### src/rtl/sid_control_multi.sv
// Register-control block for 1..4 SID chips: rotating voice/filter register rings,
// per-chip pending-write buffers, read-only register access and data-bus value fade.
package sid;
    typedef struct packed {
        logic       phi2;
        logic       r_w_n;
        logic [4:0] addr;
        logic [7:0] data;
    } bus_i_t;

    typedef struct packed {
        logic [6:0][7:0] bytes;
    } voice_reg_t;

    typedef struct packed {
        logic [3:0][7:0] bytes;
    } filter_reg_t;

    // bytes[0..3] map to registers 0x19..0x1C (pot x, pot y, osc3, env3)
    typedef struct packed {
        logic [3:0][7:0] bytes;
    } misc_reg_t;

    localparam logic MOS6581 = 1'b0;
    localparam logic MOS8580 = 1'b1;
endpackage

module sid_control_multi #(
    parameter int         NUM_SIDS    = 2,
    parameter logic [9:0] TTL_MOS6581 = 10'd7,
    parameter logic [9:0] TTL_MOS8580 = 10'd664,
    localparam int        NV          = 3 * NUM_SIDS,
    localparam int        VW          = $clog2(NV),
    localparam int        FW          = (NUM_SIDS > 1) ? $clog2(NUM_SIDS) : 1
) (
    input  logic                          clk,
    input  logic                          rst,
    input  logic                          tick_ms,
    input  sid::bus_i_t                   bus_i,
    input  logic [NUM_SIDS-1:0]           cs,
    input  logic [NUM_SIDS-1:0]           model,
    input  sid::misc_reg_t [NUM_SIDS-1:0] mreg,
    input  logic                          vrot,
    input  logic                          frot,
    output sid::voice_reg_t               voice_o,
    output logic [VW-1:0]                 voice_idx_o,
    output sid::filter_reg_t              filter_o,
    output logic [FW-1:0]                 filter_idx_o,
    output logic [7:0]                    data_o,
    output logic [NUM_SIDS-1:0]           wr_pending,
    output logic                          wr_drop
);

    function automatic logic [1:0] voice_of(input logic [4:0] a);
        if (a < 5'd7)       return 2'd0;
        else if (a < 5'd14) return 2'd1;
        else                return 2'd2;
    endfunction

    function automatic logic [2:0] vbyte_of(input logic [4:0] a);
        if (a < 5'd7)       return a[2:0];
        else if (a < 5'd14) return 3'(a - 5'd7);
        else                return 3'(a - 5'd14);
    endfunction

    function automatic logic [1:0] fbyte_of(input logic [4:0] a);
        return 2'(a - 5'h15);
    endfunction

    // Ring storage: index 0 is the head presented downstream.
    sid::voice_reg_t  r_vring [NV];
    sid::filter_reg_t r_fring [NUM_SIDS];
    logic [VW-1:0]    r_vidx;
    logic [FW-1:0]    r_fidx;

    logic [NUM_SIDS-1:0] r_pvalid;
    logic [4:0]          r_paddr [NUM_SIDS];
    logic [7:0]          r_pdata [NUM_SIDS];
    logic                r_drop;
    logic                r_w_q;

    logic [7:0] r_dbus [NUM_SIDS];
    logic [9:0] r_age  [NUM_SIDS];

    logic                w_w;
    logic                w_wr_acc;
    logic                w_rd;
    logic [1:0]          w_rd_off;
    logic [FW-1:0]       w_rd_chip_n;
    int                  w_rd_chip;
    logic [NUM_SIDS-1:0] w_vcommit;
    logic [NUM_SIDS-1:0] w_fcommit;
    logic [NUM_SIDS-1:0] w_iclear;
    logic [NUM_SIDS-1:0] w_done;
    sid::voice_reg_t     w_vhead;
    sid::filter_reg_t    w_fhead;
    logic [9:0]          w_ttl [NUM_SIDS];

    assign w_w      = ~bus_i.phi2 & ~bus_i.r_w_n;
    assign w_wr_acc = w_w & ~r_w_q;
    assign w_rd     = bus_i.phi2 & bus_i.r_w_n & (bus_i.addr >= 5'h19) & (bus_i.addr <= 5'h1C);
    assign w_rd_off = 2'(bus_i.addr - 5'h19);

    // Lowest set chip select wins; chip 0 when nothing is selected.
    always_comb begin
        w_rd_chip_n = '0;
        for (int c = NUM_SIDS - 1; c >= 0; c--) begin
            if (cs[c]) w_rd_chip_n = FW'(c);
        end
        w_rd_chip = int'(w_rd_chip_n);
    end

    always_comb begin
        data_o = r_dbus[w_rd_chip];
        if (w_rd && (|cs)) data_o = mreg[w_rd_chip].bytes[w_rd_off];
    end

    always_comb begin
        for (int c = 0; c < NUM_SIDS; c++) begin
            w_ttl[c] = model[c] ? TTL_MOS8580 : TTL_MOS6581;
        end
    end

    // At most one chip can target the current head index, so the byte
    // overrides below never collide.
    always_comb begin
        w_vcommit = '0;
        w_fcommit = '0;
        w_iclear  = '0;
        w_vhead   = r_vring[0];
        w_fhead   = r_fring[0];
        for (int c = 0; c < NUM_SIDS; c++) begin
            if (r_pvalid[c]) begin
                if (r_paddr[c] <= 5'h14) begin
                    if (vrot && (r_vidx == VW'(3 * c) + VW'(voice_of(r_paddr[c])))) begin
                        w_vcommit[c] = 1'b1;
                        w_vhead.bytes[vbyte_of(r_paddr[c])] = r_pdata[c];
                    end
                end else if (r_paddr[c] <= 5'h18) begin
                    if (frot && (r_fidx == FW'(c))) begin
                        w_fcommit[c] = 1'b1;
                        w_fhead.bytes[fbyte_of(r_paddr[c])] = r_pdata[c];
                    end
                end else begin
                    w_iclear[c] = 1'b1;
                end
            end
        end
        w_done = w_vcommit | w_fcommit | w_iclear;
    end

    always_ff @(posedge clk) begin
        if (rst) begin
            for (int i = 0; i < NV; i++) r_vring[i] <= '0;
            for (int i = 0; i < NUM_SIDS; i++) begin
                r_fring[i]  <= '0;
                r_paddr[i]  <= '0;
                r_pdata[i]  <= '0;
                r_dbus[i]   <= '0;
                r_age[i]    <= '0;
            end
            r_vidx   <= '0;
            r_fidx   <= '0;
            r_pvalid <= '0;
            r_drop   <= 1'b0;
            r_w_q    <= 1'b0;
        end else begin
            r_w_q <= w_w;

            if (vrot) begin
                for (int i = 0; i < NV - 1; i++) r_vring[i] <= r_vring[i+1];
                r_vring[NV-1] <= w_vhead;
                r_vidx <= (r_vidx == VW'(NV - 1)) ? '0 : r_vidx + VW'(1);
            end

            if (frot) begin
                for (int i = 0; i < NUM_SIDS - 1; i++) r_fring[i] <= r_fring[i+1];
                r_fring[NUM_SIDS-1] <= w_fhead;
                r_fidx <= (r_fidx == FW'(NUM_SIDS - 1)) ? '0 : r_fidx + FW'(1);
            end

            for (int c = 0; c < NUM_SIDS; c++) begin
                // A capture coinciding with a commit is not a drop: the old
                // entry leaves through the commit this same cycle.
                if (w_wr_acc && cs[c]) begin
                    if (r_pvalid[c] && !w_done[c]) r_drop <= 1'b1;
                    r_pvalid[c] <= 1'b1;
                    r_paddr[c]  <= bus_i.addr;
                    r_pdata[c]  <= bus_i.data;
                end else if (w_done[c]) begin
                    r_pvalid[c] <= 1'b0;
                end

                if (cs[c] && (w_rd || w_wr_acc)) begin
                    r_dbus[c] <= w_rd ? mreg[c].bytes[w_rd_off] : bus_i.data;
                    r_age[c]  <= '0;
                end else if (r_age[c] == w_ttl[c]) begin
                    r_dbus[c] <= '0;
                end else if (tick_ms) begin
                    r_age[c] <= r_age[c] + 10'd1;
                end
            end
        end
    end

    assign voice_o      = r_vring[0];
    assign voice_idx_o  = r_vidx;
    assign filter_o     = r_fring[0];
    assign filter_idx_o = r_fidx;
    assign wr_pending   = r_pvalid;
    assign wr_drop      = r_drop;

endmodule

### config.mk
export PLATFORM = sky130hd
export DESIGN_NAME = sid_control_multi
export DESIGN_NICKNAME = d
export VERILOG_FILES = /design/src/rtl/sid_control_multi.sv
export SDC_FILE = /design/constraint.sdc
export NUM_CORES = 1
export LEC_CHECK = 0
export ABC_AREA = 1
export CAP_MARGIN = 10
export CORE_MARGIN = 2
export CORE_UTILIZATION = 48
export DETAILED_ROUTE_END_ITERATION = 6
export GPL_TIMING_DRIVEN = 0
export PLACE_DENSITY = 0.68
export SYNTH_ARGS = -nofsm -noshare
export SYNTH_HDL_FRONTEND = slang
export SYNTH_SLANG_ARGS = --single-unit
### constraint.sdc
create_clock -name clk -period 12.2 [get_ports clk]
set_input_delay 2.44 -clock clk [delete_from_list [all_inputs] [get_ports clk]]
set_output_delay 2.44 -clock clk [all_outputs]
set_load 0.02 [all_outputs]
==> impl_metrics.env, run 1 <==
export IMPL_hold_start="r_dbus[1][3]$_SDFFE_PP0P_"
export IMPL_cp_buffers_inverters=8
export IMPL_drtPass1Iterations=5
export IMPL_drc=0
export IMPL_die_y_um=221.1
export IMPL_seqCellArea_um2=13950
export IMPL_leakage_nw=11.38
export IMPL_max_vdd_ir_drop_uv=106.2
export IMPL_status="finished, final reports clean"
export IMPL_post_route_period_util=0.7068
export IMPL_ff2ff_path_depth=14
export IMPL_worst_endpoint_required_ps=9760
export IMPL_dp_hpwl_mm=38.84
export IMPL_cts_path_max_buffers=3
export IMPL_worstHoldPathType="reg2reg"
export IMPL_regToRegStartpoint="r_paddr[0][6]$_DFFE_PP_"
export IMPL_first_iter_violations=1470
export IMPL_dieArea_um2=48870
export IMPL_tightest_slew_ps=1125
export IMPL_path_class="in2out"
export IMPL_post_cts_setup_buffer_count=0
export IMPL_rows=79
export IMPL_ys_ff_latch=470
export IMPL_cts_resized=0
export IMPL_syn2layout_area_growth_pct=19.13
export IMPL_root_buffer="clkbuf_16"
export IMPL_cap_violations=0
export IMPL_start_util=0.4858
export IMPL_crit_chain="clkdlybuf4s50_1, inv_1, clkbuf_1, ha_1, clkbuf_1, inv_1, clkbuf_1, o21ai_0, o22ai_1, nand2_1, nand3_1, o21ai_0, inv_1, clkdlybuf4s50_1"
export IMPL_grt_pass1_wl_mm=84.80
export IMPL_clk_pin_slew_ps=60
export IMPL_postRouteAntennaNets=0
export IMPL_vias=16474
export IMPL_min_period_ps=8623
export IMPL_num_antenna_cells=0
export IMPL_max_slew_margin=0.2501
export IMPL_wirelength_mm=54.77
export IMPL_synth_nets=2513
export IMPL_crit_family="buffers and inverters"
export IMPL_worstSkewPairLatency_ps=580
export IMPL_drive_above_1_share=0.08219
export IMPL_multi_input_area_um2=5729
export IMPL_hold_end="r_dbus[1][3]$_SDFFE_PP0P_"
export IMPL_htreeDepth=2
export IMPL_place_congestion=0.9101
export IMPL_yosys_warnings=0
export IMPL_coreArea_um2=46560
export IMPL_power_density_nw_per_um2=138.7
export IMPL_grt_antenna_before_repair=0
export IMPL_design_area_um2=26950
export IMPL_dpl_cell_area_um2=25440
export IMPL_fill_cells=3995
export IMPL_ys_types=39
export IMPL_synthCells=2407
export IMPL_max_freq_ghz=0.1160
export IMPL_slew_viol_final=0
export IMPL_numCtsBuffers=48
export IMPL_critPathMaxFanout=10
export IMPL_synth_area_um2=22620
export IMPL_io_buffers=190
export IMPL_grt_max_degree=77
export IMPL_whs_path_depth=2
export IMPL_synth_seq_area_share=0.6169
export IMPL_rrSetupSlack_ps=9020
export IMPL_vias_per_cell=4.998
export IMPL_worst_setup_path_end_kind="output pin"
export IMPL_skew_ps=16.62
export IMPL_setup_viol=0
export IMPL_critPathLaunchType="input pin"
export IMPL_max_stage_delay_ps=610
export IMPL_cts_tree="built"
export IMPL_r2r_end="r_vring[0][327]$_SDFFCE_PN0P_"
export IMPL_holdWs_ps=467.4
export IMPL_track_usage=0.2217
export IMPL_grt_pass1_vias=15835
export IMPL_final_nets=2759
export IMPL_wl_per_cell_um=16.62
export IMPL_grt_overflow=0
export IMPL_avgSynthCellArea_um2=9.397
export IMPL_crit_slowest_cell="clkdlybuf4s50_1"
export IMPL_hold_violations=0
export IMPL_rsz0062_at_grt="false"
export IMPL_ctsHoldBuffers=0
export IMPL_arrival_ps=6180
export IMPL_pin_count=191
export IMPL_die_w_um=221.1
export IMPL_clock_sinks=470
registers in the layout (all words and copies together), names as in the netlist:
| name | flops |
|---|---|
| r_dbus | 16 |
| r_paddr | 10 |
| r_w_q | 1 |
| r_pdata | 16 |
| wr_pending | 2 |
| filter_idx_o | 1 |
| wr_drop | 1 |
| r_fring | 64 |
| r_age | 20 |
| voice_idx_o | 3 |
| r_vring | 336 |
how the worst max path moves through the flow:
stage	from	slack, ps	cells after the start	endpoint
floorplan	rst	1450	3	r_vring[0][0]$_SDFFCE_PN0P_
CTS	bus_i[8]	3610	14	data_o[5]
finish	bus_i[8]	3580	14	data_o[5]
global placement	rst	-2300	4	r_vring[0][40]$_SDFFCE_PN0P_
global route	bus_i[8]	3380	14	data_o[5]
detailed placement	bus_i[8]	3640	14	data_o[5]
per-stage QoR:
step                      worst slack (ps)  cells    util  TNS [ps]  power, mW
after global placement               -2296   3204  0.5430   -763430      2.361
after global routing                  3376   3296  0.5788         0      3.879
after CTS                             3611   3296  0.5788         0      3.769
after detailed placement              3638   3210  0.5464         0      2.351
after floorplan                       1452   2407       -         0      2.194
final                                 3577   3296  0.5788         0      3.737
worst reg2reg max path, delay by kind of cell, from the launching register on:
family | cells | cell delay, ps
AOI/OAI and AO/OA | 2 | 420
adders and majority gates | 2 | 580
buffers and inverters | 1 | 240
DFF | 1 | 460
and+or+nand+nor | 9 | 1220
cell type report:
| class | instances | share of cell area |
|---|---|---|
| Tap cell | 607 | 0.02819 |
| Timing Repair Buffer | 196 | 0.07615 |
| Clock buffer | 58 | 0.04750 |
| Multi-Input combinational cell | 1260 | 0.2126 |
| Inverter | 483 | 0.06728 |
| Clock inverter | 28 | 0.008405 |
| Sequential cell | 470 | 0.5178 |
| Buffer | 194 | 0.04202 |
layer usage:
metal,global-route usage,up-vias,wire [um]
li1,-,8084,-
met1,0.2773,7706,22310
met2,0.3739,556,26490
met3,0.05059,128,3936
met4,0.08790,0,2029
met5,0,-,0
report_power, final:
group          internal [mW]  switching, mW  total, mW
Sequential              1.87         0.0438       1.92
Clock                  0.811          0.607       1.42
Combinational          0.150          0.250      0.400
Total                   2.84          0.901       3.74
synth_stat cells (all sizes together):
| master | instances | share of area |
|---|---|---|
| clkbuf | 75 | 0.012 |
| nand2 | 245 | 0.041 |
| xnor2 | 2 | 0.00077 |
| o21bai | 1 | 0.00033 |
| o22ai | 16 | 0.0044 |
| nor3b | 2 | 0.00066 |
| dfxtp | 16 | 0.014 |
| nand4 | 22 | 0.0061 |
| nand3b | 2 | 0.00066 |
| or3 | 1 | 0.00028 |
| o21a | 1 | 0.00033 |
| o211ai | 39 | 0.013 |
| xor2 | 9 | 0.0035 |
| nand3 | 137 | 0.031 |
| nor3 | 10 | 0.0024 |
| a21oi | 54 | 0.012 |
| nor2 | 565 | 0.096 |
| edfxtp | 454 | 0.60 |
| buf | 119 | 0.038 |
| a211oi | 1 | 0.00033 |
| a31oi | 1 | 0.00028 |
| a21o | 1 | 0.00033 |
| or2 | 2 | 0.00055 |
| inv | 482 | 0.080 |
| clkinv | 1 | 0.00017 |
| ha | 18 | 0.010 |
| o21ai | 131 | 0.029 |
layout by cell type (no fill, tap or decap), types with 17 or more instances in the layout:
cell	netlist	final
inv_1	478	478
nand3_1	134	134
o211ai_1	39	39
buf_4	94	94
nor2_1	553	553
nand4_1	22	22
ha_1	18	18
edfxtp_1	454	454
clkbuf_16	0	49
a21oi_1	51	51
o21ai_0	129	129
clkbuf_1	75	82
nand2_1	243	241
buf_2	17	17
clkdlybuf4s50_1	0	190
logic make-up (layout without fill, tap and decap cells):
group / after synthesis / in the layout / synth area share
fa+ha+maj: 18 / 18 / 0.009958
xor+xnor: 11 / 11 / 0.004260
flops: 470 / 470 / 0.6169
simple gates: 986 / 986 / 0.1781
buf+inv: 677 / 959 / 0.1302
compound gates: 245 / 245 / 0.06057
(Power assumes the default switching activity.)
==> run 2, diff against run 1 <==
--- a/config.mk
+++ b/config.mk
@@ -11,7 +11,7 @@
 export CORE_UTILIZATION = 48
 export DETAILED_ROUTE_END_ITERATION = 6
 export GPL_TIMING_DRIVEN = 0
-export PLACE_DENSITY = 0.68
+export PLACE_DENSITY = 0.71
 export SYNTH_ARGS = -nofsm -noshare
 export SYNTH_HDL_FRONTEND = slang
 export SYNTH_SLANG_ARGS = --single-unit
==> constraint.sdc (replaced) <==
create_clock -name clk -period 7.4 [get_ports clk]
set_input_delay 1.48 -clock clk [delete_from_list [all_inputs] [get_ports clk]]
set_output_delay 1.48 -clock clk [all_outputs]
set_load 0.02 [all_outputs]
==> run 2 against run 1 <==
Critical path depth is 1 lower. Register-to-register slack worse by 4900 ps. Count of clock-buffer cells in the layout increased by 13. Sequential cell count did not move. Critical endpoint is now data_o[3]. Largest cell class unchanged. Largest power group unchanged.
==> impl_metrics.env, run 2 (synthesis results as in run 1) <==
export IMPL_pin_count=191
export IMPL_regToRegStartpoint="r_paddr[0][6]$_DFFE_PP_"
export IMPL_rsz0062_at_grt="false"
export IMPL_htreeDepth=2
export IMPL_seqPwrFrac=0.512
export IMPL_drtPass1Iterations=6
export IMPL_worst_setup_path_end_kind="output pin"
export IMPL_cts_tree="built"
export IMPL_worst_path_most_repeated_cell="clkbuf_1"
export IMPL_top_register="r_vring"
export IMPL_worstSkewPairLatency_ps=590
export IMPL_first_iter_violations=1666
export IMPL_setup_tns_final_ps=0
export IMPL_root_buffer="clkbuf_16"
export IMPL_setup_viol=0
export IMPL_max_stage_delay_ps=600
export IMPL_pwr_share_clk=0.382
export IMPL_final_nets=2756
export IMPL_p_sw_mw=1.485
export IMPL_path_class="in2out"
export IMPL_pwr_share_comb=0.106
export IMPL_p_int_mw=4.695
export IMPL_cts_path_max_buffers=3
export IMPL_grt_pass1_wl_mm=83.61
export IMPL_crit_path_start="bus_i[8]"
export IMPL_max_vdd_ir_drop_uv=203.2
export IMPL_fin_cells=3296
export IMPL_vias=16577
export IMPL_die_y_um=221.1
export IMPL_grt_antenna_before_repair=1
export IMPL_clk_pin_slew_ps=60
export IMPL_reg_largest_list="r_vring: 336 flops, r_fring: 64 flops, r_age: 20 flops"
export IMPL_hold_violations=0
export IMPL_skew_ps=30.06
export IMPL_start_util=0.4858
export IMPL_place_congestion=0.8978
export IMPL_die_w_um=221.1
export IMPL_track_usage=0.2188
export IMPL_crit_chain="clkdlybuf4s50_1, inv_1, clkbuf_1, ha_1, clkbuf_1, clkbuf_1, o21ai_0, o22ai_1, nand2_1, nand3_1, o21ai_0, inv_1, clkdlybuf4s50_1"
export IMPL_ctsHoldBuffers=0
export IMPL_rows=79
export IMPL_arrival_ps=5170
export IMPL_wl_per_cell_um=16.61
export IMPL_p_sw_frac=0.2403
export IMPL_power_density_nw_per_um2=229.8
export IMPL_critPathLaunchType="input pin"
export IMPL_dp_hpwl_mm=38.59
export IMPL_postRouteAntennaNets=0
export IMPL_grt_max_degree=121
export IMPL_final_cell_mix="nor2_1 (553), inv_1 (478), edfxtp_1 (454)"
export IMPL_clock_sinks=470
export IMPL_worst_endpoint_required_ps=5920
export IMPL_drive_above_1_share=0.07884
export IMPL_place_inst=3207
export IMPL_grt_pass1_vias=15746
export IMPL_worstHoldPathType="reg2reg"
export IMPL_coreArea_um2=46560
export IMPL_max_slew_margin=0.2309
export IMPL_max_freq_ghz=0.1504
export IMPL_num_antenna_cells=0
export IMPL_crit_slowest_cell="clkdlybuf4s50_1"
export IMPL_critPathMaxFanout=10
export IMPL_io_buffers=190
export IMPL_cp_buffers_inverters=7
export IMPL_post_route_period_util=0.8984
export IMPL_cts_resized=0
export IMPL_cap_violations=0
export IMPL_grt_overflow=0
export IMPL_leakage_nw=11.32
export IMPL_numCtsBuffers=48
export IMPL_wirelength_mm=54.76
export IMPL_final_common_cell="nor2_1"
export IMPL_drc=0
export IMPL_design_area_um2=26890
export IMPL_vias_per_cell=5.029
export IMPL_hold_start="r_dbus[1][5]$_SDFFE_PP0P_"
export IMPL_min_period_ps=6648
export IMPL_tightest_slew_ps=1154
export IMPL_syn2layout_area_growth_pct=18.89
export IMPL_status="finished, final reports clean"
export IMPL_dieArea_um2=48870
export IMPL_slew_viol_final=0
export IMPL_largest_reg_flops=336
export IMPL_post_cts_setup_buffer_count=0
export IMPL_dpl_cell_area_um2=25370
export IMPL_crit_family="buffers and inverters"
==> run 2: worst min-delay path, stage by stage (launching register included) <==
cell and delay (ps):
dfxtp_1 310, nand2_1 60, a21oi_1 50
==> run 2: power groups by stage <==
stage	sequential, mW	clock [mW]	combinational [mW]
global placement	3.24	0	0.630
global route	3.18	2.51	0.716
finish	3.16	2.36	0.653
detailed placement	3.22	0	0.650
floorplan	3.21	0	0.391
CTS	3.16	2.41	0.655
==> run 2: per-layer routing <==
metal | part of all wire | routed length, um | global-route usage | up-vias
li1 | - | - | - | 8075
met1 | 0.40 | 21930 | 0.2710 | 7738
met2 | 0.49 | 26710 | 0.3740 | 635
met3 | 0.073 | 3982 | 0.04276 | 127
met4 | 0.039 | 2126 | 0.09396 | 2
met5 | 0.00024 | 13 | 0 | -
==> run 2: final cells by class <==
cell class	count	area, um2
plain buffers	194	1132
flip-flops and latches	470	13950
repair buffers	193	1977
clock buffers	71	1339
multi-input cells	1260	5738
inverters	483	1813
fillers	3955	19670
clock inverters	18	177.7
well taps	607	759.5
==> run 2: per-stage QoR <==
stage | utilization | hold WS, ps | power (mW) | setup slack [ps]
after global routing | 0.5776 | 480.0 | 6.402 | 592.9
after global placement | 0.5430 | 450.4 | 3.867 | -1329
final | 0.5776 | 469.3 | 6.180 | 751.9
after CTS | 0.5776 | 469.0 | 6.225 | 769.6
after detailed placement | 0.5450 | 459.8 | 3.870 | 790.7
after floorplan | - | 439.8 | 3.602 | 1077
==> run 2: worst paths after layout <==
kind	end	slack [ps]	cells past startpoint
min	r_dbus[1][5]$_SDFFE_PP0P_	470	2
max reg2reg	r_vring[0][323]$_SDFFCE_PN0P_	4150	14
max	data_o[3]	750	13
min reg2reg	r_dbus[1][5]$_SDFFE_PP0P_	470	2
==> patch 1: new RTL, flow settings as in run 1 <==
`NUM_SIDS`: 2 -> 1.
--- a/src/rtl/sid_control_multi.sv
+++ b/src/rtl/sid_control_multi.sv
@@ -28,3 +28,3 @@
 module sid_control_multi #(
-    parameter int         NUM_SIDS    = 2,
+    parameter int         NUM_SIDS    = 1,
     parameter logic [9:0] TTL_MOS6581 = 10'd7,
Interface: changed (5 resized); port bits go from 191 to 155. The function was not compared with the original's and may differ.
==> patch 1 against run 1 <==
Wire length down 54%; design area down 47%; count of clock-buffer cells in the layout down 27; area after synthesis down 50%; largest cell class unchanged; highest routed layer unchanged; die area down 49%; sequential cell count down 234; setup slack better by 760 ps; power down 46%.
==> patch 1: results (changes against run 1) <==
| Metric | Value |
|---|---|
| First-pass GRT wire length | `39.46 mm (was 84.80 mm)` |
| Skew final | `9.528 ps (was 16.62 ps)` |
| Mapped Nets | `1193 (was 2513)` |
| Ranking of synthesized cells by area | `edfxtp_1 62%, nor2_1 8.9%, inv_1 5.2% (was edfxtp_1 60%, nor2_1 9.2%, inv_1 7.9%)` |
| DP HPWL | `17.40 mm (was 38.84 mm)` |
| Psw | `465.6 uW (was 901.4 uW)` |
| Ratio of cells with drive above 1 in the final layout | `0.1052 (was 0.08219)` |
| Largest regs | `r_vring: 168 flops, r_fring: 32 flops, r_age: 10 flops (was r_vring: 336 flops, r_fring: 64 flops, r_age: 20 flops)` |
| Critical R2R Capture | `r_vring[0][127] (was r_vring[0][327])` |
| Leakage power | `0.005566 uW (was 0.01138 uW)` |
| Gp weighted congestion | `0.8751 (was 0.9101)` |
| Cts bufs inserted | `25 (was 48)` |
| Slew headroom | `0.3899 (was 0.2501)` |
| Filler cells | `2019 (was 3995)` |
| Post-synth EDFFs | `231 (was 454)` |
| Total power | `2008 uW (was 3737 uW)` |
| DP Cell Count | `1605 (was 3210)` |
| Reg2reg setup slack | `9890 ps (was 9020 ps)` |
| Vias in the first global route | `7608 (was 15840)` |
| Initial detailed-routing violation count | `632 (was 1470)` |
| Max incr delay on CP | `650 ps (was 610 ps)` |
| Worst endpoint data arrival time | `5420 ps (was 6180 ps)` |
| Setup ws final | `4340 ps (was 3577 ps)` |
| Design area | `0.01417 mm^2 (was 0.02695 mm^2)` |
| Reg2Reg Depth | `10 (was 14)` |
| Post-synth top cells | `266 x nor2_1, 231 x edfxtp_1, 157 x inv_1 (was 553 x nor2_1, 478 x inv_1, 454 x edfxtp_1)` |
| Maximum VDD drop | `123.0 uV (was 106.2 uV)` |
| Worst-Skew Late Latency | `530 ps (was 580 ps)` |
| Min-delay src | `wr_drop (was r_dbus[1][3])` |
| Yosys cell types | `32 (was 39)` |
| Avg Inst Size Synth | `9.976 um^2 (was 9.397 um^2)` |
| Placed cell area | `0.01331 mm^2 (was 0.02544 mm^2)` |
| Vias | `8110 (was 16470)` |
| Top Family by Delay on Critical Path | `buffers and inverters (unchanged)` |
| Hold_ws | `469.2 ps (was 467.4 ps)` |
| GRT Total Usage | `0.2045 (was 0.2217)` |
| Status | `completed (unchanged)` |
| Setup WS pre-CTS | `4327 ps (was 3638 ps)` |
| Via density | `4.915 (was 4.998)` |
| Power in sequential cells | `968 uW (was 1920 uW)` |
==> patch 1: layout make-up <==
cell class	count	share of cell area
multi-input cells	615	0.2059
flip-flops and latches	236	0.4965
clock inverters	14	0.01554
well taps	319	0.02816
repair buffers	156	0.1139
inverters	160	0.04237
clock buffers	31	0.04573
plain buffers	119	0.05200
==> patch 1: metal layers <==
metal,part of all wire,up-vias,wire length (um),global-route usage
met5,0,-,0,0
met2,0.48,265,11980,0.3406
met1,0.43,3767,10790,0.2719
li1,-,4025,-,-
met3,0.066,53,1649,0.04130
met4,0.029,0,719,0.06147
==> patch 1: kinds of logic (layout without fill, tap and decap cells) <==
kind of cell | count (synthesis) | after routing | share of synthesized area
other | 1 | 1 | 0.0003326
adders and majority gates | 9 | 9 | 0.009989
AOI/OAI and AO/OA | 137 | 137 | 0.07126
DFF | 236 | 236 | 0.6242
xor gates and xnor gates | 8 | 8 | 0.006216
and+or+nand+nor | 460 | 460 | 0.1694
buffers and inverters | 279 | 480 | 0.1186
==> patch 2: new RTL, config.mk and constraints of run 1 <==
Made on the original files. Put a register stage on the output `data_o`. The value now appears one clock later. The other outputs are not delayed to match.
--- a/src/rtl/sid_control_multi.sv
+++ b/src/rtl/sid_control_multi.sv
@@ -53,2 +53,4 @@
 
+    logic [7:0] data_d;
+
     function automatic logic [1:0] voice_of(input logic [4:0] a);
@@ -113,4 +115,4 @@
     always_comb begin
-        data_o = r_dbus[w_rd_chip];
-        if (w_rd && (|cs)) data_o = mreg[w_rd_chip].bytes[w_rd_off];
+        data_d = r_dbus[w_rd_chip];
+        if (w_rd && (|cs)) data_d = mreg[w_rd_chip].bytes[w_rd_off];
     end
@@ -212,2 +214,6 @@
 
+    always_ff @(posedge clk) begin
+        data_o <= data_d;
+    end
+
 endmodule
Check against the original RTL: not settled (the Yosys comparison gave no result); the edit may change what the design does.
==> patch 2 against run 1 <==
Area after synthesis grew 0.97%; count of clock-buffer cells in the layout grew 5; via count grew 0.97%; design area grew 1.1%; clock power grew 6%; utilization grew 0.41 points; sequential cell count grew 8; largest power group unchanged; register-to-register slack lost 90 ps; global-route usage shrank 0.11 points; wire length shrank 0.96%; power grew 3.4%; setup slack gained 3400 ps.
==> patch 2: results (changes against run 1) <==
| Metric | Value |
|---|---|
| Cts bufs inserted | `49 (was 48)` |
| Post-Synthesis Cells | `2408 (was 2407)` |
| Sw Ratio | `0.2383 (was 0.2412)` |
| Met3 routed WL | `3.790 mm (was 3.936 mm)` |
| Maximum VDD drop | `89.86 uV (was 106.2 uV)` |
| Max incr delay on CP | `530 ps (was 610 ps)` |
| Reg2reg setup slack | `8930 ps (was 9020 ps)` |
| Mapped Nets | `2514 (was 2513)` |
| Final Non-Filler Cells | `3298 (was 3296)` |
| Post-synthesis mux area share | `0.003945 (was 0)` |
| Ratio of cells with drive above 1 in the final layout | `0.09179 (was 0.08219)` |
| Via density | `5.043 (was 4.998)` |
| Vias in the first global route | `16200 (was 15840)` |
| Synth Area in XOR/XNOR | `0.004219 (was 0.004260)` |
| WL per Instance | `16.45 um (was 16.62 um)` |
| Slew headroom | `0.2373 (was 0.2501)` |
| Status | `completed (unchanged)` |
| Ranking of synthesized cells by area | `edfxtp_1 60%, nor2_1 9.1%, inv_1 7.7% (was edfxtp_1 60%, nor2_1 9.2%, inv_1 7.9%)` |
| Min-delay src | `r_dbus[1][0] (was r_dbus[1][3])` |
| Gp weighted congestion | `0.9162 (was 0.9101)` |
| Filler cells | `3978 (was 3995)` |
| First-pass GRT wire length | `85.05 mm (was 84.80 mm)` |
| Post-synth top cells | `551 x nor2_1, 468 x inv_1, 454 x edfxtp_1 (was 553 x nor2_1, 478 x inv_1, 454 x edfxtp_1)` |
| Reg2Reg Depth | `15 (was 14)` |
| Worst endpoint data arrival time | `5710 ps (was 6180 ps)` |
| WL met1 | `22.44 mm (was 22.31 mm)` |
| Critical R2R Capture | `r_vring[0][329] (was r_vring[0][327])` |
| IO buf count | `189 (was 190)` |
-- patch 2: cell count changes after synthesis, moves of 3 or more --
cell / run 1 / this run
o21a_1: 1 / 8
clkbuf_1: 75 / 79
dfxtp_1: 16 / 24
o21ai_1: 1 / 26
buf_6: 4 / 0
mux2_2: 0 / 8
nand2_1: 243 / 212
o21ai_0: 129 / 104
inv_1: 478 / 468
inv_2: 4 / 18
buf_1: 4 / 1
nand3_1: 134 / 145
o211ai_1: 39 / 32
-- patch 2: cell type report --
class,count,share of cell area
flip-flops and latches,478,0.5179
multi-input cells,1250,0.2128
clock inverters,26,0.008815
clock buffers,63,0.05078
inverters,486,0.06694
plain buffers,194,0.04077
well taps,607,0.02787
repair buffers,194,0.07419
-- patch 2: worst reg2reg max path: stages, from the launching register on --
cell and delay (ps):
edfxtp_1 460, ha_1 280, a21oi_2 210, nand2_1 130
ha_1 320, nor2_1 40, nor2_1 90, nand3_1 80
nor2_1 150, nand3_2 140, nor2_2 320, buf_4 250
buf_2 220, nand4_1 120, nand2_1 140, nor2_1 80
-- patch 2: routing by layer --
layer | track usage | up-vias
met2 | 0.3715 | 566
met3 | 0.04174 | 134
li1 | - | 8095
met1 | 0.2812 | 7838
met5 | 0 | -
met4 | 0.08958 | 0
-- patch 2: how the worst max path moves through the flow --
stage	start	end	slack (ps)	cells past startpoint
floorplan	rst	r_vring[0][0]	1440	3
global placement	rst	r_vring[0][17]	-1860	4
detailed placement	bus_i[8]	data_o[7]	6460	13
CTS	bus_i[8]	data_o[7]	7060	13
global route	bus_i[8]	r_age[1][6]	6820	12
finish	bus_i[8]	data_o[7]	7030	13
-- patch 2: kinds of logic after synthesis --
kind of cell               count (synthesis)
DFF                                      478
buffers and inverters                    680
xor gates and xnor gates                  11
AOI/OAI and AO/OA                        246
adders and majority gates                 18
muxes                                      8
and+or+nand+nor                          967
-- patch 2: power by group through the flow --
| stage | logic (uW) | registers (uW) | clock network, uW |
|---|---|---|---|
| floorplan | 237 | 1990 | 0 |
| global placement | 384 | 2010 | 0 |
| detailed placement | 398 | 1980 | 0 |
| CTS | 401 | 1950 | 1540 |
| global route | 441 | 1960 | 1600 |
| finish | 401 | 1950 | 1510 |
-- patch 2: through the flow --
| stage | setup TNS (ps) | utilization | setup slack, ps | area, um^2 | hold slack, ps |
|---|---|---|---|---|---|
| 2_1_floorplan | 0 | - | 1436 | 22840 | 441.1 |
| 3_3_place_gp | -618580 | 0.5452 | -1862 | 25490 | 449.1 |
| 3_5_place_dp | 0 | 0.5482 | 6456 | 25630 | 456.3 |
| 4_1_cts | 0 | 0.5829 | 7062 | 27250 | 464.6 |
| 5_1_grt | 0 | 0.5829 | 6823 | 27250 | 486.6 |
| 6_report | 0 | 0.5829 | 7026 | 27250 | 464.0 |
